$ cat src/rtl/aes_pkg.sv
// Shared types, lookups and helpers for the byte-serial AES key schedule.
// Key-size encodings, NK/NR/TOTAL tables, FSM states, xtime and Rcon seed.
package aes_pkg;

  typedef enum logic [1:0] {
    KL_128 = 2'b00,
    KL_192 = 2'b01,
    KL_256 = 2'b10,
    KL_BAD = 2'b11
  } key_len_e;

  typedef enum logic [1:0] {
    S_IDLE   = 2'b00,
    S_LOAD   = 2'b01,
    S_EXPAND = 2'b10,
    S_DONE   = 2'b11
  } ks_state_e;

  localparam logic [7:0] AES_RCON_INIT = 8'h01;

  function automatic logic [3:0] nk_of(input logic [1:0] kl);
    logic [3:0] n;
    unique case (kl)
      KL_192:  n = 4'd6;
      KL_256:  n = 4'd8;
      default: n = 4'd4;
    endcase
    return n;
  endfunction

  function automatic logic [3:0] nr_of(input logic [1:0] kl);
    return nk_of(kl) + 4'd6;
  endfunction

  function automatic logic [7:0] total_of(input logic [1:0] kl);
    return {nr_of(kl) + 4'd1, 4'b0000};
  endfunction

  function automatic logic len_ok(input logic [1:0] kl,
                                  input logic [2:0] en);
    logic ok;
    unique case (kl)
      KL_128:  ok = en[0];
      KL_192:  ok = en[1];
      KL_256:  ok = en[2];
      default: ok = 1'b0;
    endcase
    return ok;
  endfunction

  function automatic logic [7:0] xtime(input logic [7:0] r);
    return {r[6:0], 1'b0} ^ (r[7] ? 8'h1B : 8'h00);
  endfunction

endpackage

$ cat src/rtl/aes_rcon_gen.sv
// Round-constant register for the key schedule.
// Seeds on load, doubles in GF(2^8) on advance, otherwise holds.
module aes_rcon_gen
  import aes_pkg::*;
#(
  parameter logic [7:0] RCON_INIT = AES_RCON_INIT
) (
  input  logic       clk,
  input  logic       rst,
  input  logic       i_load,
  input  logic       i_adv,
  output logic [7:0] o_rcon
);

  logic [7:0] r_rcon;

  // Rcon register: seed, advance by xtime, or hold.
  always_ff @(posedge clk or negedge rst) begin
    if (!rst) begin
      r_rcon <= RCON_INIT;
    end else if (i_load) begin
      r_rcon <= RCON_INIT;
    end else if (i_adv) begin
      r_rcon <= xtime(r_rcon);
    end
  end

  assign o_rcon = r_rcon;

endmodule

$ cat src/rtl/aes_keysched_seq.sv
// Sequencer for a byte-serial AES-128/192/256 key-expansion datapath.
// Drives mux selects and Rcon; handshakes key-in and round-key-out bytes.
module aes_keysched_seq
  import aes_pkg::*;
#(
  parameter logic [2:0] KEY_LEN_EN = 3'b111,
  parameter logic [7:0] RCON_INIT  = 8'h01,
  parameter int         CNT_W      = 8
) (
  input  logic       clk,
  input  logic       rst,
  input  logic       start,
  input  logic [1:0] key_len,
  input  logic       in_valid,
  output logic       in_ready,
  input  logic       out_ready,
  output logic       out_valid,
  output logic       sel_input,
  output logic       sel_sbox,
  output logic       sel_rot,
  output logic [7:0] rcon,
  output logic [3:0] round,
  output logic       last_byte,
  output logic       busy,
  output logic       done,
  output logic       err
);

  ks_state_e        r_state;
  logic [CNT_W-1:0] r_cnt;
  logic [2:0]       r_wmod;
  logic [1:0]       r_klen;
  logic             r_err;

  logic [3:0]       w_nk;
  logic [CNT_W-1:0] w_load_last;
  logic [CNT_W-1:0] w_total_last;
  logic [2:0]       w_wmod_nx;
  logic             w_ok;
  logic             w_load;
  logic             w_exp;
  logic             w_xfer;
  logic             w_wlast;
  logic             w_rot;
  logic             w_sub;
  logic             w_start_ok;
  logic [7:0]       w_rcon;

  assign w_nk         = nk_of(r_klen);
  assign w_load_last  = CNT_W'({w_nk, 2'b00} - 6'd1);
  assign w_total_last = CNT_W'(total_of(r_klen) - 8'd1);
  assign w_ok         = len_ok(key_len, KEY_LEN_EN);
  assign w_start_ok   = (r_state == S_IDLE) && start && w_ok;

  assign w_load  = (r_state == S_LOAD);
  assign w_exp   = (r_state == S_EXPAND);
  assign w_xfer  = (w_load && in_valid && out_ready) ||
                   (w_exp && out_ready);
  assign w_wlast = (r_cnt[1:0] == 2'd3);
  assign w_rot   = (r_wmod == 3'd0);
  assign w_sub   = (w_nk == 4'd8) && (r_wmod == 3'd4);

  assign w_wmod_nx = (r_wmod == w_nk[2:0] - 3'd1) ?
                     3'd0 : r_wmod + 3'd1;

  aes_rcon_gen #(
    .RCON_INIT(RCON_INIT)
  ) u_rcon (
    .clk   (clk),
    .rst   (rst),
    .i_load(w_start_ok),
    .i_adv (w_exp && out_ready && w_rot && w_wlast),
    .o_rcon(w_rcon)
  );

  // Control FSM: accept start, count key bytes, then expanded bytes.
  always_ff @(posedge clk or negedge rst) begin
    if (!rst) begin
      r_state <= S_IDLE;
      r_cnt   <= '0;
      r_wmod  <= 3'd0;
      r_klen  <= KL_128;
      r_err   <= 1'b0;
    end else begin
      r_err <= 1'b0;
      unique case (r_state)
        S_IDLE: begin
          if (start) begin
            if (w_ok) begin
              r_state <= S_LOAD;
              r_cnt   <= '0;
              r_wmod  <= 3'd0;
              r_klen  <= key_len;
            end else begin
              r_err <= 1'b1;
            end
          end
        end
        S_LOAD: begin
          if (w_xfer) begin
            r_cnt <= r_cnt + 1'b1;
            if (w_wlast) r_wmod <= w_wmod_nx;
            if (r_cnt == w_load_last) r_state <= S_EXPAND;
          end
        end
        S_EXPAND: begin
          if (w_xfer) begin
            r_cnt <= r_cnt + 1'b1;
            if (w_wlast) r_wmod <= w_wmod_nx;
            if (r_cnt == w_total_last) r_state <= S_DONE;
          end
        end
        S_DONE: begin
          r_state <= S_IDLE;
        end
        default: r_state <= S_IDLE;
      endcase
    end
  end

  assign in_ready  = w_load && out_ready;
  assign out_valid = (w_load && in_valid) || w_exp;
  assign sel_input = w_exp;
  assign sel_rot   = w_exp && w_rot;
  assign sel_sbox  = w_exp && (w_rot || w_sub);
  assign rcon      = (w_exp && w_rot && r_cnt[1:0] == 2'd0) ?
                     w_rcon : 8'h00;
  assign round     = r_cnt[7:4];
  assign last_byte = w_exp && (r_cnt == w_total_last);
  assign busy      = w_load || w_exp;
  assign done      = (r_state == S_DONE);
  assign err       = r_err;

endmodule

$ cat config.mk
export PLATFORM = sky130hd
export DESIGN_NAME = aes_keysched_seq
export DESIGN_NICKNAME = d
export VERILOG_FILES = /design/src/rtl/aes_pkg.sv /design/src/rtl/aes_rcon_gen.sv /design/src/rtl/aes_keysched_seq.sv
export SDC_FILE = /design/constraint.sdc
export NUM_CORES = 1
export LEC_CHECK = 0
export BUFFER_PORTS_ARGS = -buffer_cell sky130_fd_sc_hd__clkbuf_2
export CORE_ASPECT_RATIO = 0.8
export CORE_MARGIN = 1.5
export CORE_UTILIZATION = 37
export DETAILED_ROUTE_END_ITERATION = 12
export GPL_TIMING_DRIVEN = 1
export PLACE_DENSITY = 0.55
export REMOVE_ABC_BUFFERS = 1
export SYNTH_ARGS = -nofsm -noshare
export SYNTH_HDL_FRONTEND = slang
export SYNTH_HIERARCHICAL = 1
export SYNTH_SLANG_ARGS = --single-unit
$ cat constraint.sdc
create_clock -name clk -period 2.98 [get_ports clk]
set_clock_uncertainty 0.15 [all_clocks]
set_input_delay 0.894 -clock clk [delete_from_list [all_inputs] [get_ports clk]]
set_output_delay 0.894 -clock clk [all_outputs]
set_load 0.1 [all_outputs]
==> metrics.csv <==
stage,metric,value,unit
global_routing,grt_overflow,0,
cells_and_area,fin_cells,249,
run,maxCapViolations,0,
global_routing,grt_pass1_wl,6000,um
placement,gp_congestion,0.857,
logic_synthesis,yosysSeqAreaShare,0.376,
drt,drc,0,
floorplan,die-area,4730,um^2
logic_synthesis,yosys_register_bits,24,
drt,detail_route.first_pass.iterations,4,
logic_synthesis,syn_inst,164,
cells_and_area,layout-drive-gt1-share,0.266,
clock_tree,cts_buffer_depth,2,
global_routing,gr-usage-met3,0.0380,
floorplan,core_region_area,4180,um^2
floorplan,initial_core_util,0.383,
floorplan,die_y,61.8,um
placement,hpwlAfterDp,2780,um
floorplan,rows,21,
pwr,p_per_area,1080,nW/um^2
logic_synthesis,synth-async-reset-ratio,1.00,
placement,dp_slack,326,ps
clock_tree,hold_buffers,0,
setup_path,critical_path_required,1940,ps
clock_tree,htree_levels,1,
global_routing,use_met1,0.223,
clock_tree,clkSlewWorstSetupHoldPaths,80,ps
clock_tree,cts-buffers-inserted,3,
sta,max_freq,342,MHz
drt,vias_per_cell,5.12,
global_routing,use_met2,0.270,
cells_and_area,area_growth_syn_to_layout,26.4,%
placement,place_area,1960,um^2
pwr,p_leak,0.978,nW
sta,fin_crit,2930,ps
logic_synthesis,synth_ff_type,dfrtp_1,
logic_synthesis,synth.distinct_cells,44,
cells_and_area,n_antenna_cell,0,
sta,finalHoldViolations,0,
logic_synthesis,avgSynthCellArea,9.75,um^2
logic_synthesis,syn_area,1600,um^2
logic_synthesis,synth_top_area_share,0.360,
sta,finalCritPeriodShare,0.982,
status,status,"complete, no violations",
global_routing,grt_pass1_vias,1247,
placement,numPortBuffers,27,
logic_synthesis,synth_area_leaders,"dfrtp_1 36%, ha_1 9.4%, xor2_1 5.5%, and3_1 4.3%, nor2_1 4.2%",
logic_synthesis,yosysWarnings,6,
global_routing,grt_usage,0.167,
sta,layout_setup_ws,53.2,ps
setup_path,r2r_slack,590,ps
drt,vias,1275,
cells_and_area,final_cell_area,2020,um^2
global_routing,grt-busiest-layer,met2,
logic_synthesis,synth_edf_count,0,
setup_path,crit_path_end_kind,output pin,
logic_synthesis,synth_top_area_cell,dfrtp_1,
clock_tree,cts-root-buf,clkbuf_8,
clock_tree,clk_latency,270,ps
clock_tree,cts_sinks,24,
sta,tightest_slew,742,ps
cells_and_area,nets,212,
clock_tree,cts_tree,built,
sta,setup_violations,0,
global_routing,grt_max_degree,25,
setup_path,start_kind,flop,
sta,slew_headroom,0.505,
setup_path,worstPathMaxFanout,3,
min_path,min_path_type,reg -> reg,
drt,wl_per_cell,14.4,um
placement,dp.cells,244,
drt,drt-initial-drc-count,59,
sta,finalMaxSlewViolations,0,
drt,ant_nets,0,
pwr,ir_drop,645,uV
setup_path,worstSetupPathType,reg -> out,
floorplan,ios,28,
floorplan,dieWidth,76.5,um
global_routing,antenna_found_initial,0,
setup_path,cp.arrival,1880,ps
drt,routed_wl,3580,um
-- through the flow --
| step | total power, W | hold WS, ps | util | TNS [ps] |
|---|---|---|---|---|
| final | 0.00218 | 420 | 0.484 | 0 |
| after global routing | 0.00231 | 449 | 0.484 | -18.7 |
| after CTS | 0.00216 | 419 | 0.479 | 0 |
| after detailed placement | 0.00196 | 401 | 0.469 | 0 |
| after global placement | 0.00192 | 379 | 0.469 | 0 |
| after floorplan | 0.00158 | 351 | - | -31390 |
-- flip-flops by register name, summed over array words and instances, names as in the netlist --
register / flops
u_rcon/o_rcon: 8
r_cnt: 8
err: 1
r_state: 2
r_wmod: 3
r_klen: 2
-- synth_stat cells, drive strengths merged, types with 2 or more instances --
library cell and count:
a211oi 3, a21o 2, a21oi 6, and2 2, and3 11, buf 7
clkbuf 2, dfrtp 23, ha 12, inv 12, mux2 2, mux2i 5
nand2 13, nand3 2, nand4 6, nor2 18, nor2b 4, o21ai 2
o41ai 2, xnor2 4, xor2 10
-- logic make-up (layout without fill, tap and decap cells) --
kind of cell | Yosys count | count (layout) | share of synthesized area
and+or+nand+nor | 63 | 63 | 0.213
DFF | 24 | 24 | 0.376
AOI/OAI and AO/OA | 23 | 23 | 0.126
buffers and inverters | 21 | 49 | 0.0688
xor gates and xnor gates | 14 | 14 | 0.0767
adders and majority gates | 12 | 12 | 0.0939
muxes | 7 | 7 | 0.0454
-- area by class of cell --
cell class	count	area (um^2)
Tap cell	57	71.3
Timing Repair Buffer	33	360
Fill cell	402	2160
Sequential cell	24	602
Inverter	12	45.0
Multi-Input combinational cell	119	898
Clock buffer	4	45.0
-- critical path: stages (launching register included) --
cell and delay, ps:
dfrtp_1 390, inv_1 110, ha_2 320, xor2_1 160
nand2_1 100, nor4b_2 220, buf_4 160, buf_12 160
-- final timing paths --
kind,startpoint,to,depth (start not counted)
setup reg to reg,r_state[0],r_wmod[2],8
setup / recovery,r_klen[0],last_byte,7
hold / removal,u_rcon/o_rcon[4],u_rcon/o_rcon[5],2
max in group asynchronous,rst,r_wmod[1],1
hold reg to reg,u_rcon/o_rcon[4],u_rcon/o_rcon[5],2
min in group asynchronous,rst,r_cnt[4],1
-- report_power, final --
part           total (W)  switching, W  internal, W
Clock           0.000202      0.000106    0.0000957
Sequential      0.000469     0.0000716     0.000397
Combinational    0.00151       0.00104     0.000468
-- layout by cell type, fill, tap and decap left out, types with 3 or more instances in the layout --
master     n
a211oi_1   3
a21oi_1    5
and3_1    11
buf_12    12
buf_4      6
clkbuf_2  15
clkbuf_8   3
dfrtp_1   23
ha_1      10
inv_1     12
mux2i_1    5
nand2_1   11
nand4_1    6
nor2_1    18
nor2b_1    3
xnor2_1    4
xor2_1    10
-- layer usage --
layer	vias to the layer above	wire length, um
met2	24	1620
met1	630	1790
met3	5	129
met4	0	48
li1	616	-
met5	-	0
-- repair_timing --
| item | 4_1_cts | 5_1_grt |
|---|---|---|
| buffers inserted | 0 | 1 |
| endpoints found under the setup margin | 0 | 1 |
| resized for setup | 0 | 3 |
No activity file was read; power rests on OpenSTA's default activity.
